## src/rtl/product_accumulator.sv

```systemverilog
// Sums blocks of COUNT unsigned products from the multiplier and presents each block sum
// on a valid/ready output, holding it until the consumer takes it.
module product_accumulator #(
  parameter int unsigned PROD_W = 16,
  parameter int unsigned COUNT  = 4,
  parameter int unsigned ACC_W  = 20
) (
  input  logic              clk,
  input  logic              reset,
  input  logic              in_valid,
  output logic              in_ready,
  input  logic [PROD_W-1:0] in_product,
  input  logic              clear,
  output logic              out_valid,
  input  logic              out_ready,
  output logic [ACC_W-1:0]  out_sum,
  output logic              out_overflow,
  output logic [7:0]        in_count
);

  typedef enum logic [0:0] {StAccum, StHold} state_e;

  state_e             state_q;
  logic [ACC_W-1:0]   acc_q;
  logic               ovf_q;
  logic [ACC_W:0]     sum;
  logic               last;

  // Extra top bit captures the carry out of the accumulator width.
  assign sum  = {1'b0, acc_q} + {1'b0, ACC_W'(in_product)};
  assign last = (in_count == 8'(COUNT - 1));

  // Both handshake outputs are pure functions of the registered state.
  assign in_ready  = (state_q == StAccum);
  assign out_valid = (state_q == StHold);

  always_ff @(posedge clk) begin
    if (!reset) begin
      state_q      <= StAccum;
      acc_q        <= '0;
      ovf_q        <= 1'b0;
      in_count     <= '0;
      out_sum      <= '0;
      out_overflow <= 1'b0;
    end else begin
      unique case (state_q)
        StAccum: begin
          if (clear) begin
            acc_q    <= '0;
            ovf_q    <= 1'b0;
            in_count <= '0;
          end else if (in_valid) begin
            if (last) begin
              out_sum      <= sum[ACC_W-1:0];
              out_overflow <= ovf_q | sum[ACC_W];
              acc_q        <= '0;
              ovf_q        <= 1'b0;
              in_count     <= '0;
              state_q      <= StHold;
            end else begin
              acc_q    <= sum[ACC_W-1:0];
              ovf_q    <= ovf_q | sum[ACC_W];
              in_count <= in_count + 8'd1;
            end
          end
        end
        StHold: begin
          if (out_ready) begin
            state_q <= StAccum;
          end
        end
        default: state_q <= StAccum;
      endcase
    end
  end

endmodule

```

## config.mk

```make
export PLATFORM = sky130hd
export DESIGN_NAME = product_accumulator
export DESIGN_NICKNAME = d
export VERILOG_FILES = /design/src/rtl/product_accumulator.sv
export SDC_FILE = /design/constraint.sdc
export NUM_CORES = 1
export LEC_CHECK = 0
export ABC_AREA = 1
export CAP_MARGIN = 10
export CORE_UTILIZATION = 40
export DETAILED_ROUTE_END_ITERATION = 16
export SKIP_LAST_GASP = 1
export SYNTH_ARGS = -nofsm -noshare
export SYNTH_HDL_FRONTEND = slang
export SYNTH_SLANG_ARGS = --single-unit
```

## constraint.sdc

```tcl
create_clock -name clk -period 2.1 [get_ports clk]
set_input_delay 0.315 -clock clk [delete_from_list [all_inputs] [get_ports clk]]
set_output_delay 0.315 -clock clk [all_outputs]
set_load 0.01 [all_outputs]
```

# Word-level counts from Yosys, hierarchy flattened
# Cells that the tools add are included.
totals:
  reg_bits: 51
  input_bits: 21
op_classes:
  addsub: 2
  eq_ne: 1
  muxes: 14
  n_bitwise: 3
  n_reduce_logical: 3
op_table:
  columns: ["operator", "n"]
  rows:
  - ["$mux 20", 3]
  - ["$mux 8", 3]
  - ["$add 20x16->21", 1]
  - ["$add 8x1->8 const B", 1]
  - ["$eq 8x2->1 const B", 1]
  - ["$mux 1", 7]
  - ["$reduce_and 4->1", 1]
  - ["$not 1->1", 2]
  - ["$pmux 1 s2", 1]
  - ["$reduce_and 2->1", 1]
  - ["$reduce_bool 2->1", 1]
  - ["$or 1x1->1", 1]

# Depth between registers and ports, before layout
logic_depth:
  word_depth: 5
  mapped_depth: 14
  depth_no_buf: 14

# Worst setup path after synthesis
# No wires, ideal clock.
synth_timing:
  kind: "flip-flop to flip-flop"
  startpoint: "register acc_q[0]"
  endpoint: "register out_sum[16]"
  setup_time_ns: 0.108
  t_arrival_ns: 1.684
  required_ns: 1.992
  setup_slack_ns: 0.308
  stages_incl_launch_ff: 15
  synth_period_minus_slack_ns: 1.792
  cell_sequence: "dfxtp_1 -> ha_1 -> inv_1 -> fa_1 -> inv_1 -> nand3_1 -> nand3_1 -> nand2_1 -> nand2_1 -> nand2_1 -> nand2_1 -> nand2_1 -> nand2_1 -> a21o_1 -> inv_1"
synth_via:
  elab_chain_len: 1
synth_lines:
  columns: ["element", "line", "source"]
  rows:
  - ["start: declaration", "24", "logic [ACC_W-1:0] acc_q;"]
  - ["start signal: assignment", "61", "acc_q <= sum[ACC_W-1:0];"]
  - ["$add 20x16->21", "30", "assign sum = {1'b0, acc_q} + {1'b0, ACC_W'(in_product)};"]
  - ["end signal: assignment", "54", "out_sum <= sum[ACC_W-1:0];"]
  - ["end: declaration", "16", "output logic [ACC_W-1:0] out_sum,"]
# Every way passes these cells.
# A chain may end at the register's enable or synchronous reset.

# Worst setup path after layout
layout_timing:
  startpoint: "input in_product[0]"
  endpoint: "register out_sum[16]"
layout_via:
  elab_chain_len: 1
layout_lines:
  columns: ["element", "line", "source"]
  rows:
  - ["start: declaration", "12", "input logic [PROD_W-1:0] in_product,"]
  - ["$add 20x16->21", "30", null]
# Every way passes these cells.

==> results.json <==
{
  "overflow": 0,
  "place_area_um2": 3980,
  "synthCells": 497,
  "worstSetupEndpointType": "flip-flop",
  "synth_top_family_by_area": "simple AND/OR/NAND/NOR gates",
  "die_w_um": 90.4,
  "crit_chain": "clkdlybuf4s50_1, ha_1, inv_1, fa_2, inv_1, nand3_1, nand3_2, nand2_1, nand2_2, nand2_1, nand2_1, nand2_1, nand2_1, a21o_1, inv_1",
  "max_cap_viol_count": 0,
  "synth-seq-cells": 51,
  "setup_viol": 0,
  "htree_num_levels": 2,
  "synthTopCellsByCount": "nand2_1 (148), nor2_1 (72), inv_1 (63)",
  "first_pass_iters": 4,
  "clock_path_buffers": 2,
  "numCtsBuffers": 5,
  "via_per_inst": 4.73,
  "intPower_mw": 1.52,
  "synth.top_cell.area_share_pct": 32.7,
  "cp.arrival_ns": 2.18,
  "dp_cells": 669,
  "drt-total-wl_um": 7950,
  "postCtsHoldBufs": 0,
  "cts_tree": "done",
  "tightest_slew_ns": 0.425,
  "synthXorXnorAreaFrac_pct": 2.52,
  "synthAdderAreaFrac_pct": 7.45,
  "finalCritPeriodShare_pct": 93.1,
  "synth_ff_type": "dfxtp_1",
  "leakagePower_nw": 1.99,
  "finalNonFillerCells": 677,
  "swShare_pct": 27.5,
  "layout_min_cycle_time_ns": 1.95,
  "clk_pin_slew_ns": 0.10,
  "syn-cell-area_um2": 3120,
  "synthArstFlopShare_pct": 0,
  "status": "completed",
  "cp.required_ns": 2.32,
  "hp-class": "reg -> reg",
  "syn-num-nets": 536,
  "synth.largest_area_cell": "dfxtp_1",
  "gr-usage-all-layers_pct": 20.5,
  "synth_mux_area_share_pct": 0,
  "final_layout_size_suffix_gt1_share_pct": 11.1,
  "startpoint_type": "primary input",
  "rsz0062_at_grt": "no",
  "fin_util_pct": 55.4,
  "fin_nets": 616,
  "rows": 31,
  "hold_viol": 0,
  "power.share.clock_pct": 33.6,
  "routedWlPerCell_um": 11.7,
  "syn_to_final_growth_pct": 31.4,
  "cts_setup_buffers": 0,
  "ctsResizeCount": 0,
  "p_switching_mw": 0.577,
  "finalHoldWorstSlack_ns": 0.475,
  "antennaDiodeCount": 0,
  "hpwl_um": 6240,
  "vias": 3199,
  "fin_area_um2": 4100,
  "worstSetupPathType": "in -> reg",
  "synth.most_common_cell": "nand2_1",
  "grt_max_degree": 27,
  "final.setup_skew_ns": 0.0110,
  "dieArea_um2": 8170,
  "nFillCells": 758,
  "slowest_stage": "clkdlybuf4s50_1",
  "yosys-top-cells-area": "dfxtp_1 (33%), nand2_1 (18%), nor2_1 (8.7%)",
  "grt_pass1_vias": 3073,
  "grt_pass1_wl_um": 13600,
  "pwr-share-comb_pct": 19.1,
  "start_util_pct": 42.2,
  "cpMostUsedCell": "nand2_1",
  "drv_slew": 0,
  "root_buffer": "clkbuf_8",
  "synth_edf_count": 0,
  "synth_cell_types": 30,
  "antenna_left": 0,
  "synth_compound_area_share_pct": 11.9,
  "first_iter_violations": 163,
  "die_h_um": 90.4,
  "fmax_mhz": 512,
  "ios": 52,
  "cp_max_fo": 3,
  "synthSimpleGateAreaFrac_pct": 35.1,
  "antenna_found_initial": 0,
  "port_buffers": 51,
  "synth-seq-area-share_pct": 32.7,
  "clk_latency_ns": 0.31,
  "max_stage_delay_ns": 0.47,
  "seqPwrFrac_pct": 47.3,
  "place.gp.congestion": 0.861,
  "cts_sinks": 51,
  "max-vdd-ir-drop_v": 0.000267,
  "syn_avg_cell_area_um2": 6.29,
  "maxSlewHeadroom_pct": 71.4,
  "coreArea_um2": 7410,
  "drc_errors": 0,
  "ys_warn_count": 0,
  "power_density_nw_per_um2": 512
}
## cell type report
type                    count  area [um^2]  share of cell area (%)
multi-input cells         364         1790                    43.6
flip-flops and latches     51         1020                    24.9
repair buffers             85          791                    19.3
inverters                  70          263                    6.40
well taps                  99          124                    3.02
clock buffers               5         68.8                    1.68
clock inverters             3         46.3                    1.13
## metal layers
layer	global-route usage [%]	vias up	part of all wire [%]
met1	27.4	1427	50
met2	35.1	58	45
met3	2.95	5	3.7
met4	4.44	0	0.79
met5	0	-	0
li1	-	1709	-
## worst max-delay path: cells and delay by family
| family | cells | cell delay, ns |
|---|---|---|
| and+or+nand+nor | 8 | 0.65 |
| buffers and inverters | 4 | 0.62 |
| adders and majority gates | 2 | 0.49 |
| AOI/OAI and AO/OA | 1 | 0.10 |
## cell families after synthesis
| logic type | after synthesis |
|---|---|
| fa+ha+maj | 18 |
| xor+xnor | 9 |
| compound gates | 70 |
| simple gates | 267 |
| flops | 51 |
| buf+inv | 82 |
## through the flow
step | setup TNS [ns] | worst slack, ns | total power, mW
after detailed placement | -3.83 | -0.317 | 1.42
after CTS | 0 | 0.0118 | 2.13
after global routing | 0 | 0.000325 | 2.22
final | 0 | 0.146 | 2.10
after floorplan | 0 | 0.308 | 1.24
after global placement | -3.09 | -0.282 | 1.41
## cells in the final DEF, fill, tap and decap left out, types with 4 or more instances in the layout
| cell type | Yosys | layout |
|---|---|---|
| a21oi_1 | 34 | 34 |
| o21ai_0 | 17 | 17 |
| clkbuf_8 | 0 | 5 |
| inv_2 | 7 | 7 |
| nor2_1 | 72 | 72 |
| o21ai_1 | 12 | 12 |
| buf_4 | 3 | 32 |
| inv_1 | 63 | 63 |
| clkdlybuf4s50_1 | 0 | 51 |
| nand3_1 | 27 | 26 |
| nand2_2 | 3 | 4 |
| xor2_1 | 7 | 7 |
| dfxtp_1 | 51 | 51 |
| nand2_1 | 148 | 147 |
| ha_1 | 17 | 17 |
## worst paths after layout
path / start / end / slack [ns] / cells past startpoint
max: in_product[0] / out_sum[16] / 0.15 / 15
min: acc_q[4] / acc_q[4] / 0.47 / 2
max reg2reg: acc_q[0] / out_sum[16] / 0.28 / 14
min reg2reg: acc_q[4] / acc_q[4] / 0.47 / 2
## flip-flops by register name, summed over array words and instances, names as in the netlist
signal,cells
acc_q,20
in_count,8
out_overflow,1
out_sum,20
out_valid,1
ovf_q,1
## power by group through the flow
stage | logic [mW] | clock network [mW] | registers [mW]
detailed placement | 0.399 | 0 | 1.02
finish | 0.402 | 0.707 | 0.994
global route | 0.448 | 0.776 | 0.996
floorplan | 0.221 | 0 | 1.02
global placement | 0.396 | 0 | 1.02
CTS | 0.401 | 0.731 | 0.994
No activity file was read; power rests on OpenSTA's default activity.
